File: src/rtl/sha256_pkg.sv
// SHA-256 constants, state encoding and round/schedule helper functions
// shared by the iterative double-SHA-256 engine and its round datapath.
package sha256_pkg;

   localparam logic [255:0] SHA256_H0 =
      256'h6a09e667bb67ae853c6ef372a54ff53a510e527f9b05688c1f83d9ab5be0cd19;

   // Padding and length (256 bits) for hashing a 32-byte first-pass digest
   localparam logic [255:0] SHA256_PAD2 =
      256'h80000000_00000000_00000000_00000000_00000000_00000000_00000000_00000100;

   localparam logic [31:0] K [64] = '{
      32'h428a2f98, 32'h71374491, 32'hb5c0fbcf, 32'he9b5dba5,
      32'h3956c25b, 32'h59f111f1, 32'h923f82a4, 32'hab1c5ed5,
      32'hd807aa98, 32'h12835b01, 32'h243185be, 32'h550c7dc3,
      32'h72be5d74, 32'h80deb1fe, 32'h9bdc06a7, 32'hc19bf174,
      32'he49b69c1, 32'hefbe4786, 32'h0fc19dc6, 32'h240ca1cc,
      32'h2de92c6f, 32'h4a7484aa, 32'h5cb0a9dc, 32'h76f988da,
      32'h983e5152, 32'ha831c66d, 32'hb00327c8, 32'hbf597fc7,
      32'hc6e00bf3, 32'hd5a79147, 32'h06ca6351, 32'h14292967,
      32'h27b70a85, 32'h2e1b2138, 32'h4d2c6dfc, 32'h53380d13,
      32'h650a7354, 32'h766a0abb, 32'h81c2c92e, 32'h92722c85,
      32'ha2bfe8a1, 32'ha81a664b, 32'hc24b8b70, 32'hc76c51a3,
      32'hd192e819, 32'hd6990624, 32'hf40e3585, 32'h106aa070,
      32'h19a4c116, 32'h1e376c08, 32'h2748774c, 32'h34b0bcb5,
      32'h391c0cb3, 32'h4ed8aa4a, 32'h5b9cca4f, 32'h682e6ff3,
      32'h748f82ee, 32'h78a5636f, 32'h84c87814, 32'h8cc70208,
      32'h90befffa, 32'ha4506ceb, 32'hbef9a3f7, 32'hc67178f2
   };

   typedef enum logic [2:0] {
      S_IDLE,
      S_ROUND1,
      S_FEED1,
      S_WAIT_BLK,
      S_ROUND2,
      S_FEED2,
      S_DONE
   } state_t;

   function automatic logic [31:0] ror(input logic [31:0] x, input int n);
      return (x >> n) | (x << (32 - n));
   endfunction

   function automatic logic [31:0] ch(input logic [31:0] x, input logic [31:0] y,
                                      input logic [31:0] z);
      return (x & y) ^ (~x & z);
   endfunction

   function automatic logic [31:0] maj(input logic [31:0] x, input logic [31:0] y,
                                       input logic [31:0] z);
      return (x & y) ^ (x & z) ^ (y & z);
   endfunction

   function automatic logic [31:0] big_sigma0(input logic [31:0] x);
      return ror(x, 2) ^ ror(x, 13) ^ ror(x, 22);
   endfunction

   function automatic logic [31:0] big_sigma1(input logic [31:0] x);
      return ror(x, 6) ^ ror(x, 11) ^ ror(x, 25);
   endfunction

   function automatic logic [31:0] small_sigma0(input logic [31:0] x);
      return ror(x, 7) ^ ror(x, 18) ^ (x >> 3);
   endfunction

   function automatic logic [31:0] small_sigma1(input logic [31:0] x);
      return ror(x, 17) ^ ror(x, 19) ^ (x >> 10);
   endfunction

   // Eight independent 32-bit additions; carries never cross word lanes
   function automatic logic [255:0] add256(input logic [255:0] x, input logic [255:0] y);
      logic [255:0] sum;
      for (int i = 0; i < 8; i++) begin
         sum[32*i +: 32] = x[32*i +: 32] + y[32*i +: 32];
      end
      return sum;
   endfunction

endpackage

File: src/rtl/sha256_round.sv
// One combinational SHA-256 compression round: {a..h} in, {a..h} out,
// with a in the top word of each 256-bit bundle.
module sha256_round
   import sha256_pkg::*;
(
   input  logic [255:0] vars,
   input  logic [31:0]  kt,
   input  logic [31:0]  wt,
   output logic [255:0] next_vars
);

   logic [31:0] a, b, c, d, e, f, g, h;
   logic [31:0] t1, t2;

   assign {a, b, c, d, e, f, g, h} = vars;

   assign t1 = h + big_sigma1(e) + ch(e, f, g) + kt + wt;
   assign t2 = big_sigma0(a) + maj(a, b, c);

   assign next_vars = {t1 + t2, a, b, c, d + t1, e, f, g};

endmodule

File: src/rtl/sha256d_iter_engine.sv
// Iterative SHA-256 / SHA-256d engine: one round per clock over pre-padded
// 512-bit blocks, optional second pass over the 256-bit first digest.
module sha256d_iter_engine
   import sha256_pkg::*;
#(
   parameter bit           DOUBLE = 1'b1,
   parameter logic [255:0] H0     = SHA256_H0
) (
   input  logic         clk,
   input  logic         rst,
   input  logic         in_valid,
   output logic         in_ready,
   input  logic [511:0] in_block,
   input  logic         in_last,
   output logic         out_valid,
   input  logic         out_ready,
   output logic [255:0] out_digest,
   output logic         busy
);

   state_t        state;
   state_t        state_next;
   logic [5:0]    cnt;
   logic [31:0]   w [16];
   logic [31:0]   w_new;
   logic [255:0]  work;
   logic [255:0]  chain;
   logic [255:0]  chain_sum;
   logic [255:0]  round_next;
   logic [511:0]  pass2_block;
   logic          last_q;
   logic          accept;

   assign accept      = in_valid & in_ready;
   assign busy        = (state != S_IDLE);
   assign chain_sum   = add256(chain, work);
   assign pass2_block = {chain_sum, SHA256_PAD2};

   // w[0] is W[t]; w_new is W[t+16], shifted in as the window advances
   assign w_new = small_sigma1(w[14]) + w[9] + small_sigma0(w[1]) + w[0];

   sha256_round u_round (
      .vars      (work),
      .kt        (K[cnt]),
      .wt        (w[0]),
      .next_vars (round_next)
   );

   always_ff @(posedge clk or posedge rst) begin
      if (rst) state <= S_IDLE;
      else     state <= state_next;
   end

   always_comb begin
      state_next = state;
      case (state)
         S_IDLE, S_WAIT_BLK: if (accept) state_next = S_ROUND1;
         S_ROUND1:           if (cnt == 6'd63) state_next = S_FEED1;
         S_FEED1: begin
            if (!last_q)     state_next = S_WAIT_BLK;
            else if (DOUBLE) state_next = S_ROUND2;
            else             state_next = S_DONE;
         end
         S_ROUND2:           if (cnt == 6'd63) state_next = S_FEED2;
         S_FEED2:            state_next = S_DONE;
         S_DONE:             if (out_ready) state_next = S_IDLE;
         default:            state_next = S_IDLE;
      endcase
   end

   always_ff @(posedge clk or posedge rst) begin
      if (rst) begin
         in_ready   <= 1'b1;
         out_valid  <= 1'b0;
         out_digest <= '0;
         chain      <= H0;
         work       <= '0;
         cnt        <= '0;
         last_q     <= 1'b0;
         for (int i = 0; i < 16; i++) w[i] <= '0;
      end else begin
         // Handshake flags follow the state being entered, so they are glitch-free flops
         in_ready  <= (state_next == S_IDLE) || (state_next == S_WAIT_BLK);
         out_valid <= (state_next == S_DONE);
         case (state)
            S_IDLE, S_WAIT_BLK: begin
               if (accept) begin
                  for (int i = 0; i < 16; i++) w[i] <= in_block[511 - 32*i -: 32];
                  last_q <= in_last;
                  work   <= chain;
                  cnt    <= '0;
               end
            end
            S_ROUND1, S_ROUND2: begin
               work <= round_next;
               for (int i = 0; i < 15; i++) w[i] <= w[i+1];
               w[15] <= w_new;
               cnt   <= cnt + 6'd1;
            end
            S_FEED1: begin
               chain <= chain_sum;
               if (last_q) begin
                  if (DOUBLE) begin
                     for (int i = 0; i < 16; i++) w[i] <= pass2_block[511 - 32*i -: 32];
                     work  <= H0;
                     chain <= H0;
                  end else begin
                     out_digest <= chain_sum;
                  end
               end
            end
            S_FEED2: out_digest <= add256(H0, work);
            S_DONE:  if (out_ready) chain <= H0;
            default: ;
         endcase
      end
   end

endmodule
File: config.mk
export PLATFORM = sky130hd
export DESIGN_NAME = sha256d_iter_engine
export DESIGN_NICKNAME = d
export VERILOG_FILES = /design/src/rtl/sha256_pkg.sv /design/src/rtl/sha256_round.sv /design/src/rtl/sha256d_iter_engine.sv
export SDC_FILE = /design/constraint.sdc
export NUM_CORES = 2
export LEC_CHECK = 0
export CAP_MARGIN = 20
export CELL_PAD_IN_SITES_DETAIL_PLACEMENT = 1
export CELL_PAD_IN_SITES_GLOBAL_PLACEMENT = 1
export CORE_ASPECT_RATIO = 1.75
export CORE_UTILIZATION = 30
export CTS_BUF_LIST = sky130_fd_sc_hd__clkbuf_4 sky130_fd_sc_hd__clkbuf_8 sky130_fd_sc_hd__clkbuf_16
export DETAILED_ROUTE_END_ITERATION = 7
export PLACE_DENSITY = 0.57
export SYNTH_ARGS = -nofsm -noshare
export SYNTH_HDL_FRONTEND = slang
export SYNTH_SLANG_ARGS = --single-unit
File: constraint.sdc
create_clock -name clk -period 58.9 [get_ports clk]
set_input_delay 8.835 -clock clk [delete_from_list [all_inputs] [get_ports clk]]
set_output_delay 8.835 -clock clk [all_outputs]
set_load 0.005 [all_outputs]
==> summary.md <==
| Metric | Value |
|---|---|
| Hold path cells | 2 |
| Post-DR wirelength/cell | around 35 um |
| Max-slew headroom | about 3.4% |
| Critical path class | in -> async |
| Initial Util | approximately 30% |
| Setup_tns | 0 ns |
| Rows | around 260 |
| # Max-Cap Violations | 0 |
| Most used flip-flop cell after synthesis | dfrtp_1 |
| Max clock buf depth | 4 |
| Clk_skew | between 0.08 and 0.09 ns |
| CTS Sinks | roughly 1300 |
| RSZ-0062 raised after global routing | no |
| Slew Limit Fails | 0 |
| TritonCTS Buffers | 152 |
| Synthesized flop and latch total | 1292 |
| CTS tree | yes |
| Post-CTS Hold Buffers | 0 |
| Initial antenna violation count | 47 |
| Sequential share of the synthesized area | 37.83% |
| Pin count of the biggest net entering global routing | 249 |
| Yosys warns | 0 |
| Placer Congestion | 0.9881 |
| Die Wd | 406.6 um |
| # nets final | 11190 |
| Worst-margin pin slew | 1.450 ns |
| Hold Vio Cnt, Final | 0 |
| Final setup violation count | 0 |
| CP Max Fanout | roughly 120 |
| Core ar. | 284500 um^2 |
| R2R Setup Slk | 48.30 ns |
| Tmin final | ~13 ns |
| # DRC | 7 |
| Total GRT Usage | roughly a third |
| Async S/R FF share, synth | 100.0% |
| Fillers | 32760 |
| Critical path launch point type | primary input |
| CP Capture Type | async pin |
| Synth unique cells | 97 |
| Crit path DAT | 13.36 ns |
| Drt total wl | 492700 um |
| DIE AREA | 288600 um^2 |
| Status | finished with violations |
| Min-delay worst type | reg -> reg |
| Vias/cell | between 5 and 6 |
| Worst hold margin | 0.4665 ns |
| Area of the multi-input gates | 49000 um^2 |
| R2R cell count | 34 |
| Number of flops mapped to enable cells by yosys | 0 |
| CTS H-tree lvls | 4 |
| Share of cells above drive strength 1 | 7.414% |
| 1st-pass router iterations | 8 |
| Die Ht | 710.0 um |
| Post-cts resize count | 0 |
| Reg2reg end | work[255] |
| Synthesized Nets | 10730 |
| Syn Std Cell Area | roughly 86000 um^2 |
| Via Count | 82220 |
| Global route total overflow | 0 |
| Vias in the first global route | between 80000 and 90000 |
| # IOs | 776 |
| Reg area | 32510 um^2 |
| Synth Area per Inst | 8.943 um^2 |
| Non-Filler Instances | 13990 |
| Failing checks | DRC |
| First-pass GRT wire length | 677000 um |
| # port buffers | 775 |
| Inst Count DP | 13700 |
| Synthesized instance count | a little under 10000 |
| Iteration-0 DRC Markers | 7843 |
| Root Driver | clkbuf_16 |
| R2r startpoint | cnt[1] |
| HP Start | out_digest[82] |
| Worst Hold Path EP | out_digest[82] |
| Setup Fix Bufs, Post-CTS | 0 |
| Remaining antenna violation count | 0 |
| P&R area growth vs syn | 20.00% |
| Worst-path clk slew | roughly 0.060 ns |
| CP required | roughly 60 ns |
| Fmax | ~0.080 GHz |
| Final period util | 21.23% |
| Post-DP HPWL | 378000 um |
| Clk_lat worst skew | 0.89 ns |
## through the flow
stage,cell area [um^2],util [%],setup slack (ns)
2_1_floorplan,85920,-,13.88
3_3_place_gp,97770,34.36,45.42
3_5_place_dp,97820,34.38,45.33
4_1_cts,103000,36.20,46.25
5_1_grt,103100,36.23,45.84
6_report,103100,36.24,46.39
## sequential cells by signal, summed over array words and instances, names as in the netlist
signal,cells
chain,256
cnt,6
in_ready,1
last_q,1
out_digest,256
out_valid,1
state,3
w,512
work,256
## logic make-up after synthesis
logic type / synth area share, %
fa+ha+maj: 10.48
compound gates: 24.85
flops: 37.83
mux: 0.6567
xor+xnor: 8.226
simple gates: 12.66
buf+inv: 5.306
## layout by cell type (no fill, tap or decap), types with 28 or more instances in the layout
cell	instances
nor2_1	1190
a22o_1	106
o21bai_1	67
buf_4	224
nor3_1	128
o21ai_0	750
o31ai_1	39
dfrtp_1	1152
or3_1	30
a21oi_1	551
a222oi_1	131
o22ai_1	66
nand3_1	80
nand2_1	800
o221ai_1	31
clkdlybuf4s50_1	775
xor2_1	292
a21o_1	234
fa_1	197
and3_1	58
ha_1	403
o211ai_1	28
a221oi_1	536
o22a_1	111
inv_1	493
a211oi_1	43
clkbuf_16	153
a22oi_1	44
o21a_1	54
nand2b_1	55
clkbuf_4	44
xnor2_1	513
dfstp_2	137
nand4_1	46
a31oi_1	91
nor2b_1	57
## cells in the mapped netlist (30+ instances only)
cell / n / share of area (%)
nor2b_1: 57 / 0.42
a31oi_1: 91 / 0.66
nand2b_1: 55 / 0.40
a211oi_1: 43 / 0.38
o21bai_1: 67 / 0.59
nor3_1: 128 / 0.75
nand4_1: 46 / 0.33
a221oi_1: 536 / 5.5
o221ai_1: 31 / 0.32
o21a_1: 55 / 0.48
a222oi_1: 131 / 1.5
a21oi_1: 552 / 3.2
inv_1: 495 / 2.2
dfrtp_1: 1155 / 34
o22a_1: 111 / 1.1
buf_1: 46 / 0.20
nand3_1: 82 / 0.48
a21o_1: 234 / 2.0
and3_1: 59 / 0.43
a22o_1: 106 / 1.1
xnor2_1: 514 / 5.2
xor2_1: 293 / 3.0
o22ai_1: 66 / 0.48
ha_1: 403 / 5.9
o21ai_0: 752 / 4.4
nand2_1: 805 / 3.5
fa_1: 197 / 4.6
o31ai_1: 39 / 0.34
dfstp_2: 137 / 4.2
a22oi_1: 44 / 0.38
or3_1: 30 / 0.22
clkbuf_1: 662 / 2.9
nor2_1: 1195 / 5.2
## worst max-delay path: stages
cell and delay (ns):
clkdlybuf4s50_1 0.49, inv_8 0.61, buf_12 0.50, buf_4 0.77, buf_4 0.85, buf_4 0.88
## worst max-delay path by stage
stage	startpoint	to	slack, ns
after floorplan	rst	chain[103]	13.88
after global placement	rst	work[177]	45.42
after detailed placement	rst	chain[176]	45.33
after CTS	rst	w[429]	46.25
after global routing	rst	chain[196]	45.84
final	rst	w[429]	46.39
## per-layer routing
metal  vias up  track usage [%]  part of all wire [%]
met5         -                0                0.0069
met4         6            23.34                   8.1
li1      35350                -                     -
met3       885            4.364                   5.6
met1     42710            40.51                    39
met2      3259            54.54                    47
## final cells by class
class,count,area share [%]
clock buffer,215,4.298
inverter,501,1.831
antenna,23,0.05582
timing repair buffer,1020,9.451
tap,3784,4.592
sequential,1292,31.53
clock inverter,51,0.7123
multi-input combinational,7104,47.53
Power is not shown: default switching activity piles up to over one toggle a cycle in this logic, so the estimate is an artifact.
